===== src/rtl/vga_pixel_gen.sv =====
// Pixel generator: draws a bouncing box over a background and aligns colour with sync.
// Latency: 2 cycles from timing inputs to vga_hs/vga_vs/rgb/frame_tick.
// Backpressure: none; free-running pixel stream. Optional colour bars: VGA_PIXEL_COLOR_BARS_EN.
module vga_pixel_gen #(
   parameter int          H_DISPLAY = 640,
   parameter int          V_DISPLAY = 480,
   parameter int          BOX_SIZE  = 32,
   parameter int          BOX_STEP  = 2,
   parameter logic [11:0] BOX_COLOR = 12'hF80,
   parameter logic [11:0] BG_COLOR  = 12'h008
) (
   input  logic        clk,
   input  logic        reset,
   input  logic        h_sync,
   input  logic        v_sync,
   input  logic        video_on,
   input  logic [9:0]  pos_x,
   input  logic [9:0]  pos_y,
   output logic        vga_hs,
   output logic        vga_vs,
   output logic [11:0] rgb,
   output logic        frame_tick
);

   localparam logic [10:0] X_MAX = 11'(H_DISPLAY - BOX_SIZE);
   localparam logic [10:0] Y_MAX = 11'(V_DISPLAY - BOX_SIZE);
   localparam logic [10:0] STEP  = 11'(BOX_STEP);
   localparam logic [10:0] SIZE  = 11'(BOX_SIZE);

   // stage-1 copies of the timing inputs
   logic       s1_hs, s1_vs, s1_von;
   logic [9:0] s1_x, s1_y;
   // previous stage-1 v_sync for edge detection
   logic       s1_vs_prev;
   // primed: stage 1 holds real samples (not reset values); armed: v_sync seen low
   logic       primed, armed;

   logic [9:0] box_x, box_y;
   logic       dir_x, dir_y;

   logic [9:0]  box_x_nxt, box_y_nxt;
   logic        dir_x_nxt, dir_y_nxt;
   logic        hit;
   logic [11:0] bg;
   logic [11:0] pix;
   logic        tick_nxt;

   // stage 1: register raw timing and position
   always_ff @(posedge clk) begin
      if (reset) begin
         s1_hs  <= 1'b0;
         s1_vs  <= 1'b0;
         s1_von <= 1'b0;
         s1_x   <= '0;
         s1_y   <= '0;
      end else begin
         s1_hs  <= h_sync;
         s1_vs  <= v_sync;
         s1_von <= video_on;
         s1_x   <= pos_x;
         s1_y   <= pos_y;
      end
   end

   // edge-detect bookkeeping; arming ignores the reset value of s1_vs
   always_ff @(posedge clk) begin
      if (reset) begin
         s1_vs_prev <= 1'b0;
         primed     <= 1'b0;
         armed      <= 1'b0;
      end else begin
         s1_vs_prev <= s1_vs;
         primed     <= 1'b1;
         armed      <= armed | (primed & ~s1_vs);
      end
   end

   assign tick_nxt = armed & s1_vs & ~s1_vs_prev;

   // box motion: next position/direction per axis, bouncing at the edges
   always_comb begin
      box_x_nxt = box_x;
      dir_x_nxt = dir_x;
      box_y_nxt = box_y;
      dir_y_nxt = dir_y;
      if (dir_x) begin
         if ({1'b0, box_x} + STEP >= X_MAX) begin
            box_x_nxt = X_MAX[9:0];
            dir_x_nxt = 1'b0;
         end else begin
            box_x_nxt = box_x + STEP[9:0];
         end
      end else begin
         if ({1'b0, box_x} <= STEP) begin
            box_x_nxt = '0;
            dir_x_nxt = 1'b1;
         end else begin
            box_x_nxt = box_x - STEP[9:0];
         end
      end
      if (dir_y) begin
         if ({1'b0, box_y} + STEP >= Y_MAX) begin
            box_y_nxt = Y_MAX[9:0];
            dir_y_nxt = 1'b0;
         end else begin
            box_y_nxt = box_y + STEP[9:0];
         end
      end else begin
         if ({1'b0, box_y} <= STEP) begin
            box_y_nxt = '0;
            dir_y_nxt = 1'b1;
         end else begin
            box_y_nxt = box_y - STEP[9:0];
         end
      end
   end

   // box state advances only in the frame_tick cycle, i.e. inside v_sync
   always_ff @(posedge clk) begin
      if (reset) begin
         box_x <= '0;
         box_y <= '0;
         dir_x <= 1'b1;
         dir_y <= 1'b1;
      end else if (frame_tick) begin
         box_x <= box_x_nxt;
         box_y <= box_y_nxt;
         dir_x <= dir_x_nxt;
         dir_y <= dir_y_nxt;
      end
   end

   // box hit test with 11-bit upper bounds so the box edge never wraps
   assign hit = ({1'b0, s1_x} >= {1'b0, box_x}) && ({1'b0, s1_x} < {1'b0, box_x} + SIZE) &&
                ({1'b0, s1_y} >= {1'b0, box_y}) && ({1'b0, s1_y} < {1'b0, box_y} + SIZE);

`ifdef VGA_PIXEL_COLOR_BARS_EN
   localparam logic [10:0] BAR1 = 11'(1 * (H_DISPLAY / 8));
   localparam logic [10:0] BAR2 = 11'(2 * (H_DISPLAY / 8));
   localparam logic [10:0] BAR3 = 11'(3 * (H_DISPLAY / 8));
   localparam logic [10:0] BAR4 = 11'(4 * (H_DISPLAY / 8));
   localparam logic [10:0] BAR5 = 11'(5 * (H_DISPLAY / 8));
   localparam logic [10:0] BAR6 = 11'(6 * (H_DISPLAY / 8));
   localparam logic [10:0] BAR7 = 11'(7 * (H_DISPLAY / 8));

   // colour bars chosen by threshold compares on the column
   always_comb begin
      bg = 12'h000;
      if      ({1'b0, s1_x} < BAR1) bg = 12'hFFF;
      else if ({1'b0, s1_x} < BAR2) bg = 12'hFF0;
      else if ({1'b0, s1_x} < BAR3) bg = 12'h0FF;
      else if ({1'b0, s1_x} < BAR4) bg = 12'h0F0;
      else if ({1'b0, s1_x} < BAR5) bg = 12'hF0F;
      else if ({1'b0, s1_x} < BAR6) bg = 12'hF00;
      else if ({1'b0, s1_x} < BAR7) bg = 12'h00F;
      else                          bg = 12'h000;
   end
`else
   assign bg = BG_COLOR;
`endif

   // pixel colour: blank outside visible area, box over background
   always_comb begin
      pix = 12'h000;
      if (s1_von) begin
         if (hit) pix = BOX_COLOR;
         else     pix = bg;
      end
   end

   // stage 2: outputs aligned with each other
   always_ff @(posedge clk) begin
      if (reset) begin
         vga_hs     <= 1'b0;
         vga_vs     <= 1'b0;
         rgb        <= 12'h000;
         frame_tick <= 1'b0;
      end else begin
         vga_hs     <= s1_hs;
         vga_vs     <= s1_vs;
         rgb        <= pix;
         frame_tick <= tick_nxt;
      end
   end

endmodule


===== config.mk =====
export PLATFORM = sky130hd
export DESIGN_NAME = vga_pixel_gen
export DESIGN_NICKNAME = d
export VERILOG_FILES = /design/src/rtl/vga_pixel_gen.sv
export SDC_FILE = /design/constraint.sdc
export NUM_CORES = 1
export LEC_CHECK = 0
export CAP_MARGIN = 20
export CORE_MARGIN = 1
export CORE_UTILIZATION = 55
export CTS_CLUSTER_SIZE = 8
export DETAILED_ROUTE_END_ITERATION = 8
export GPL_ROUTABILITY_DRIVEN = 0
export PLACE_DENSITY = 0.79
export RECOVER_POWER = 25
export SYNTH_ARGS = -nofsm -noshare
export SYNTH_HDL_FRONTEND = slang
export SYNTH_SLANG_ARGS = --single-unit

===== constraint.sdc =====
create_clock -name clk -period 3.37 [get_ports clk]
set_input_delay 0.337 -clock clk [delete_from_list [all_inputs] [get_ports clk]]
set_output_delay 0.337 -clock clk [all_outputs]
set_load 0.005 [all_outputs]

Yosys cells after proc, flatten, opt, wreduce, memory -nomap -nowiden

Cells that the tools add are included.

Order comparisons: 8
Bitwise operators: 7
Add/sub/neg operators: 8
Reduce and logical (&&, ||, !) cells: 4
Mux-type cells: 14

Operators with widths:

| kind                                                                     | number |
|---|---|
| 10-bit two-way mux                                                       | 6 |
| 10-bit by 2-bit adder with 11-bit output (second input constant)         | 2 |
| 10-bit by 6-bit adder with 11-bit output (second input constant)         | 2 |
| 10-bit by 11-bit less-than comparator with 1-bit output                  | 2 |
| 10-bit by 2-bit adder with 10-bit output (second input constant)         | 2 |
| 10-bit >= comparator                                                     | 2 |
| 10-bit by 2-bit <= comparator with 1-bit output (second input constant)  | 2 |
| 10-bit by 2-bit subtractor with 10-bit output (second input constant)    | 2 |
| 12-bit two-way mux                                                       | 1 |
| 11-bit by 10-bit >= comparator with 1-bit output (second input constant) | 1 |
| 11-bit by 9-bit >= comparator with 1-bit output (second input constant)  | 1 |
| 1-bit two-way mux                                                        | 7 |
| 1-bit bitwise AND                                                        | 3 |
| 1-bit logical AND                                                        | 3 |
| 1-bit inverter                                                           | 3 |
| 2-bit OR reduction                                                       | 1 |
| 1-bit bitwise OR                                                         | 1 |

Output and inout port bits: 15
Word-level logic and storage cells: 56
Bits of input ports: 25
Register bits after elaboration: 62

Longest topological paths before layout

Gate-level depths: netlist of the first run.

Depth in word-level cells: 6
Mapped depth: 11
Mapped depth without buffers: 10

Least setup slack after synthesis of the first run

OpenSTA, ideal clock, no wires.

Path kind: register to register
From: register box_x[5]
To: register rgb[10]
Slack: 1.051 ns
Period minus slack after synthesis: 2.319 ns
Stages on the path, launching flop included: 11
Data required time: 3.310 ns
Data arrival time: 2.259 ns
Cells stage by stage: dfxtp_1 > buf_2 > inv_1 > ha_1 > inv_1 > ha_1 > a21o_1 > a2111oi_0 > a21oi_1 > nor4_1 > and3_1

Cells in the longest elaborated chain, start to end: 6
Elaborated cells on any way between the ends: 7
Those cells by class: add/sub (1); order compare (2); mux (1); reduce/logical (3)

Ends and longest elaborated chain:

| element                                                 | RTL line | RTL |
|---|---|---|
| start: declaration                                      | 38       | `logic [9:0] box_x, box_y;` |
| start signal: assignment                                | 126      | `box_x <= box_x_nxt;` |
| 10-bit by 6-bit adder with 11-bit output                | 134      | `assign hit = ({1'b0, s1_x} >= {1'b0, box_x}) && ({1'b0, s1_x} < {1'b0, box_x} + SIZE) &&` |
| 10-bit by 11-bit less-than comparator with 1-bit output | 134      |  |
| 1-bit logical AND * (2 in a row)                        | 134      |  |
| 1-bit logical AND *                                     | 135      | `({1'b0, s1_y} >= {1'b0, box_y}) && ({1'b0, s1_y} < {1'b0, box_y} + SIZE);` |
| 12-bit two-way mux *                                    | 166      | `if (hit) pix = BOX_COLOR;` |
| end signal: assignment                                  | 181      | `rgb <= pix;` |
| end: declaration                                        | 21       | `output logic [11:0] rgb,` |

Mark *: on every way between the ends. The rest lies on a longest branch, timed or not.
A chain may end at the register's enable or synchronous reset.

Worst setup path after layout of the first run

Same ends and word-level chain as after synthesis.

==> impl_metrics.toml, run 1 <==
[clocking]
htree_levels = 2
cts_tree = "yes"
numCtsBuffers = 5
clockBufferDepth = 2
cts_resized = 0
path_clk_slew_ns = 0.09
cts.sink_count = 48
post_cts_buffers = 0
cts_hold_buf = 0
clk_latency_ns = 0.30
cts_root_buffer = "clkbuf_8"

[drt]
met1_length_mm = 3.48
drtIter0Drc = 353
wl_per_cell_um = 15.1
wl_met2_mm = 3.41
drc = 0
avgViaCountPerCell = 6.12
dr_wl_met3_um = 527
totalWireLength_mm = 7.50
antenna_left = 0
vias = 3041
detail_route.first_pass.iterations = 5
top_layer_used = "met4"

[place]
dp_cells = 490
hpwl_mm = 5.56
io_buffers = 31

[pwr]
ir_drop_mv = 0.215
powerDensity_nw_per_um2 = 310
p_leak_nw = 1.39

[synth]
synth-edff-count = 0
seq_area_frac_synth_pct = 28.8
async_reset_ff_share_pct = 0
ys_warn_count = 0
syn_inst = 414
synth_area_um2 = 3330
syn_avg_cell_area_um2 = 8.05
synth_seq_cells = 48
synth_ff_type = "dfxtp_1"
ys_types = 60

[timing]
hold_ws_ns = 0.419
slew_violations = 0
hold_viol = 0
rsz0062_at_grt = "false"
post-route-period-util_pct = 76.8
skew_ns = 0.00623
setup_viol = 0
tightest_slew_ns = 1.28
max_freq_ghz = 0.386
fin_setup_tns_ns = 0
slew_headroom_pct = 14.9
min_period_ns = 2.59

[finish]
synthToLayoutAreaGrowth_pct = 9.87
utilization_pct = 64.5
antenna_cells = 0
layout.cells.non_filler = 497
final_cell_mix = "dfxtp_1 (48), ha_1 (38), nand2_1 (32)"
nets = 488
drive_gt1_share_pct = 4.00
final_common_cell = "dfxtp_1"

[global_route]
grt_pass1_vias = 2750
grt_antenna_before_repair = 0
grt_overflow = 0
grt_usage_pct = 24.9
grt_max_degree = 31
grt_pass1_wl_mm = 12.5

[worst_hold_path]
worstHoldStart = "vga_vs"
worstHoldPathCells = 1
hold_class = "reg2reg"

[setup_path]
cp-start-kind = "flop"
crit_cells = 9
worstPathCellList = "inv_1, ha_1, inv_1, ha_1, a21o_1, a2111oi_0, a21oi_1, nor4_1, and3_1"
crit_type = "reg2reg"
worstRegToRegCells = 9
cp_slowest_cell = "dfxtp_1"
worstPathMaxFanout = 13
crit_family = "compound AO/OA/AOI/OAI gates"
critPathRequiredTime_ns = 3.62
worstPathArrival_ns = 2.83
critPathBufInv = 2
cp-startpoint = "box_x[5]"
end_kind = "flop"
r2r_start = "box_x[5]"
slowest_delay_ns = 0.55

[floorplanning]
core_um2 = 5680
die_area_um2 = 6380
num_io_pins = 40
rows = 27
dieHeight_um = 79.9
initial_utilization_pct = 58.7
die_w_um = 79.9

[run_status]
outcome = "finished, final reports clean"

[flow_run]
maxCapViolCount = 0
==> layer usage <==
metal  GRT usage [%]  vias to the layer above
li1                -                     1497
met2            39.7                      131
met3            4.69                        7
met1            34.4                     1406
met5               0                        -
met4            6.43                        0
==> power breakdown <==
| part | total, mW | internal, mW | switching (mW) | leakage [nW] |
|---|---|---|---|---|
| Sequential | 0.610 | 0.589 | 0.0213 | 0.394 |
| Clock | 0.331 | 0.141 | 0.190 | 0.0400 |
| Combinational | 0.194 | 0.0909 | 0.103 | 0.957 |
==> layout make-up <==
class	instances	area, µm²
clock buffer	5	68.8
clock inverter	2	12.5
fill	506	2010
inverter	27	101
multi-input combinational	310	2110
sequential	48	961
tap	72	90.1
timing repair buffer	33	322
==> Yosys cell counts (2+ instances only) <==
library cell	n	area share (%)
mux2i_1	2	0.60
a211oi_1	5	1.1
clkinv_1	2	0.23
buf_4	13	2.9
nand2_1	32	3.6
a21o_1	5	1.1
nor3_1	14	2.1
nand4_1	9	1.7
a21oi_2	2	0.53
clkbuf_1	13	1.5
nor4_1	4	0.75
a22oi_1	2	0.45
buf_1	3	0.34
o22ai_1	4	0.75
nor2b_1	23	4.3
o21ai_0	30	4.5
nor2_1	28	3.2
nand4b_1	3	0.79
a221oi_1	3	0.79
o211ai_1	6	1.4
a31o_2	2	0.53
a2111oi_0	2	0.53
nor3b_1	2	0.45
ha_1	38	14
and3_1	3	0.56
a32o_1	2	0.60
inv_1	25	2.8
o31ai_1	3	0.68
dfxtp_1	48	29
a21oi_1	23	3.5
a31oi_1	3	0.56
a211o_1	3	0.79
o21a_1	3	0.68
nand3_1	15	2.3
xnor2_1	9	2.4
o221ai_1	2	0.53
and4_1	2	0.53
buf_2	4	0.60
==> through the flow <==
| stage | cell area [µm²] | total power [mW] | setup WS, ns |
|---|---|---|---|
| after global placement | 3580 | 0.807 | 0.763 |
| after global routing | 3660 | 1.19 | 0.558 |
| final | 3660 | 1.13 | 0.780 |
| after floorplan | 3350 | 0.755 | 1.05 |
| after CTS | 3670 | 1.14 | 0.774 |
| after detailed placement | 3580 | 0.816 | 0.792 |
==> state kept, by name, indices dropped and copies added (netlist names) <==
name / flops
s1_vs: 1
vga_hs: 1
vga_vs: 1
box_x: 9
s1_hs: 1
box_y: 9
frame_tick: 1
rgb: 2
s1_von: 1
dir_x: 1
dir_y: 1
s1_y: 9
s1_x: 9
armed: 1
primed: 1
==> worst paths after layout <==
| kind | endpoint | slack [ns] |
|---|---|---|
| hold / removal | frame_tick | 0.42 |
| setup / recovery | rgb[10] | 0.78 |
| setup reg to reg | rgb[10] | 0.78 |
| hold reg to reg | frame_tick | 0.42 |
==> kinds of logic (layout without fill, tap and decap cells) <==
family / after synthesis / count (layout) / share of synthesized area (%)
buffers and inverters: 61 / 67 / 8.52
AO/OA/AOI/OAI: 110 / 110 / 22.3
flip-flops: 48 / 48 / 28.8
multiplexers: 2 / 2 / 0.601
XOR/XNOR: 9 / 9 / 2.36
AND/OR/NAND/NOR: 145 / 145 / 23.0
other: 1 / 6 / 0.113
adder cells (fa/ha/maj): 38 / 38 / 14.3
==> worst register-to-register path, stage by stage, from the launching register on <==
cell and delay (ns):
dfxtp_1 0.55, inv_1 0.16, ha_1 0.30, inv_1 0.04
ha_1 0.28, a21o_1 0.16, a2111oi_0 0.38, a21oi_1 0.13
nor4_1 0.34, and3_1 0.20
Note: power is estimated with default switching activity, not from simulation.
==> run 2, diff against run 1 <==
- CORE_UTILIZATION: 55 -> 51
- PLACE_DENSITY: 0.79 -> 0.77
- clock period: 3.37 -> 2.05 ns (I/O delays scaled with it)
==> run 2 against run 1 <==
The run now ends with design-rule violations, negative setup slack left. Flip-flop and latch count did not move. Critical endpoint unchanged. Maximum frequency grew 18%. Register-to-register slack worse by 0.93 ns. Sequential share of layout area shrank 3.4 points. Global-route usage up 1.0 points. Via count grew 9.9%.
==> impl_metrics.toml, run 2 (same netlist as run 1, synthesis figures left out) <==
[global_route]
grt_antenna_before_repair = 0
grt_pass1_vias = 3269
grt_overflow = 0
grt_pass1_wl_mm = 14.8
grt_usage_pct = 26.0
grt_max_degree = 34

[timing]
slew_violations = 0
min_period_ns = 2.20
slew_headroom_pct = 66.5
fin_setup_tns_ns = -0.281
tightest_slew_ns = 0.502
rsz0062_at_grt = "true"
setup_viol = 4
hold_viol = 0
fin_ws_ns = -0.148
max_freq_ghz = 0.455
skew_ns = 0.0115
post-route-period-util_pct = 107

[setup_path]
critPathBufInv = 3
r2r_start = "box_x[5]"
critPathRequiredTime_ns = 2.30
worstPathCellList = "buf_12, inv_6, ha_4, inv_2, ha_4, a21o_1, a2111oi_4, a21oi_2, nor4_2, and3_1"
crit_type = "reg2reg"
worstPathArrival_ns = 2.45
end_kind = "flop"
crit_family = "compound AO/OA/AOI/OAI gates"
worstPathMaxFanout = 3
rrSetupSlack_ns = -0.15
cpMostUsedCell = "ha_4"
cp_slowest_cell = "dfxtp_4"
cp-start-kind = "flop"
slowest_delay_ns = 0.38
cp-startpoint = "box_x[5]"

[clocking]
clockBufferDepth = 2
clk_latency_ns = 0.30
path_clk_slew_ns = 0.10
htree_levels = 2
cts_tree = "yes"
cts_hold_buf = 0
cts.sink_count = 48
numCtsBuffers = 5
cts_root_buffer = "clkbuf_8"

[flow_run]
maxCapViolCount = 0

[finish]
final_common_cell = "buf_4"
nets = 543
antenna_cells = 0
final_cell_mix = "buf_4 (55), dfxtp_1 (41), ha_1 (33)"
drive_gt1_share_pct = 20.4
synthToLayoutAreaGrowth_pct = 28.6
final_area_um2 = 4290

[place]
hpwl_mm = 6.54
placed_cell_area_um2 = 4000
io_buffers = 31

[pwr]
powerDensity_nw_per_um2 = 519
p_leak_nw = 1.69
ir_drop_mv = 0.331

[floorplanning]
dieHeight_um = 82.8
core_um2 = 6310
rows = 29
num_io_pins = 40
die_w_um = 82.8
initial_utilization_pct = 52.8
die_area_um2 = 6860

[drt]
wl_per_cell_um = 15.9
drc = 2
detail_route.first_pass.iterations = 7
avgViaCountPerCell = 5.99
drtIter0Drc = 258
antenna_left = 0
vias = 3343
totalWireLength_mm = 8.87

[worst_hold_path]
worstHoldStart = "vga_vs"
hold_class = "reg2reg"

[run_status]
violations = "design-rule violations, negative setup slack"
outcome = "finished, violations left"
-- run 2: cell types whose count changed in the layout (fill, tap and decap cells not counted), moves of 4 or more --
cell,previous run,this run
buf_4,1,55
dfxtp_1,48,41
ha_1,38,33
clkdlybuf4s50_1,27,31
dfxtp_2,0,4
dlygate4sd3_1,4,0
-- run 2: worst register-to-register path, delay by kind of cell (launching register included) --
kind            cells  cell delay [ns]
buf+inv             3             0.18
flops               1             0.38
simple gates        2             0.47
fa+ha+maj           2             0.47
compound gates      3             0.65
-- run 2: through the flow --
step           hold WS, ns  std cells  utilization (%)  total power [mW]  setup slack, ns
3_5_place_dp         0.426        543             63.4              1.39           -0.135
5_1_grt              0.433        558             67.9              2.32           -0.249
6_report             0.434        558             67.9              2.22           -0.148
2_1_floorplan        0.333        419                -              1.25         -0.00720
3_3_place_gp         0.416        543             63.4              1.37          -0.0654
4_1_cts              0.438        557             66.5              2.21           -0.161
-- run 2: report_power, final --
part | internal [mW] | total [mW] | leakage (nW) | switching (mW)
logic | 0.195 | 0.397 | 1.23 | 0.202
registers | 0.964 | 0.992 | 0.399 | 0.0278
clock network | 0.491 | 0.834 | 0.0687 | 0.343
-- run 2: what timing repair did --
item,CTS,global route
pin swaps,3,12
resized for setup,7,19
gates cloned,0,0
setup buffers,6,2
hold endpoints to repair,0,0
setup endpoints to repair,13,21
-- run 2: path summary, 6_finish.rpt --
path                      to  cells after the start
setup / recovery     rgb[10]                     10
hold / removal    frame_tick                      1
setup reg to reg     rgb[10]                     10
hold reg to reg   frame_tick                      1
-- run 2: per-layer routing --
layer	routed length, µm	GRT usage, %	vias up
met2	4450	44.9	151
met5	0	0	-
li1	-	-	1601
met4	208	11.6	0
met3	555	4.08	23
met1	3660	31.7	1568
-- run 2: final cells by class --
cell class / instances / area (µm²)
clock inverter: 3 / 68.8
fill: 492 / 2030
sequential: 48 / 977
tap: 77 / 96.3
multi-input combinational: 310 / 2210
timing repair buffer: 88 / 754
clock buffer: 5 / 68.8
inverter: 27 / 106
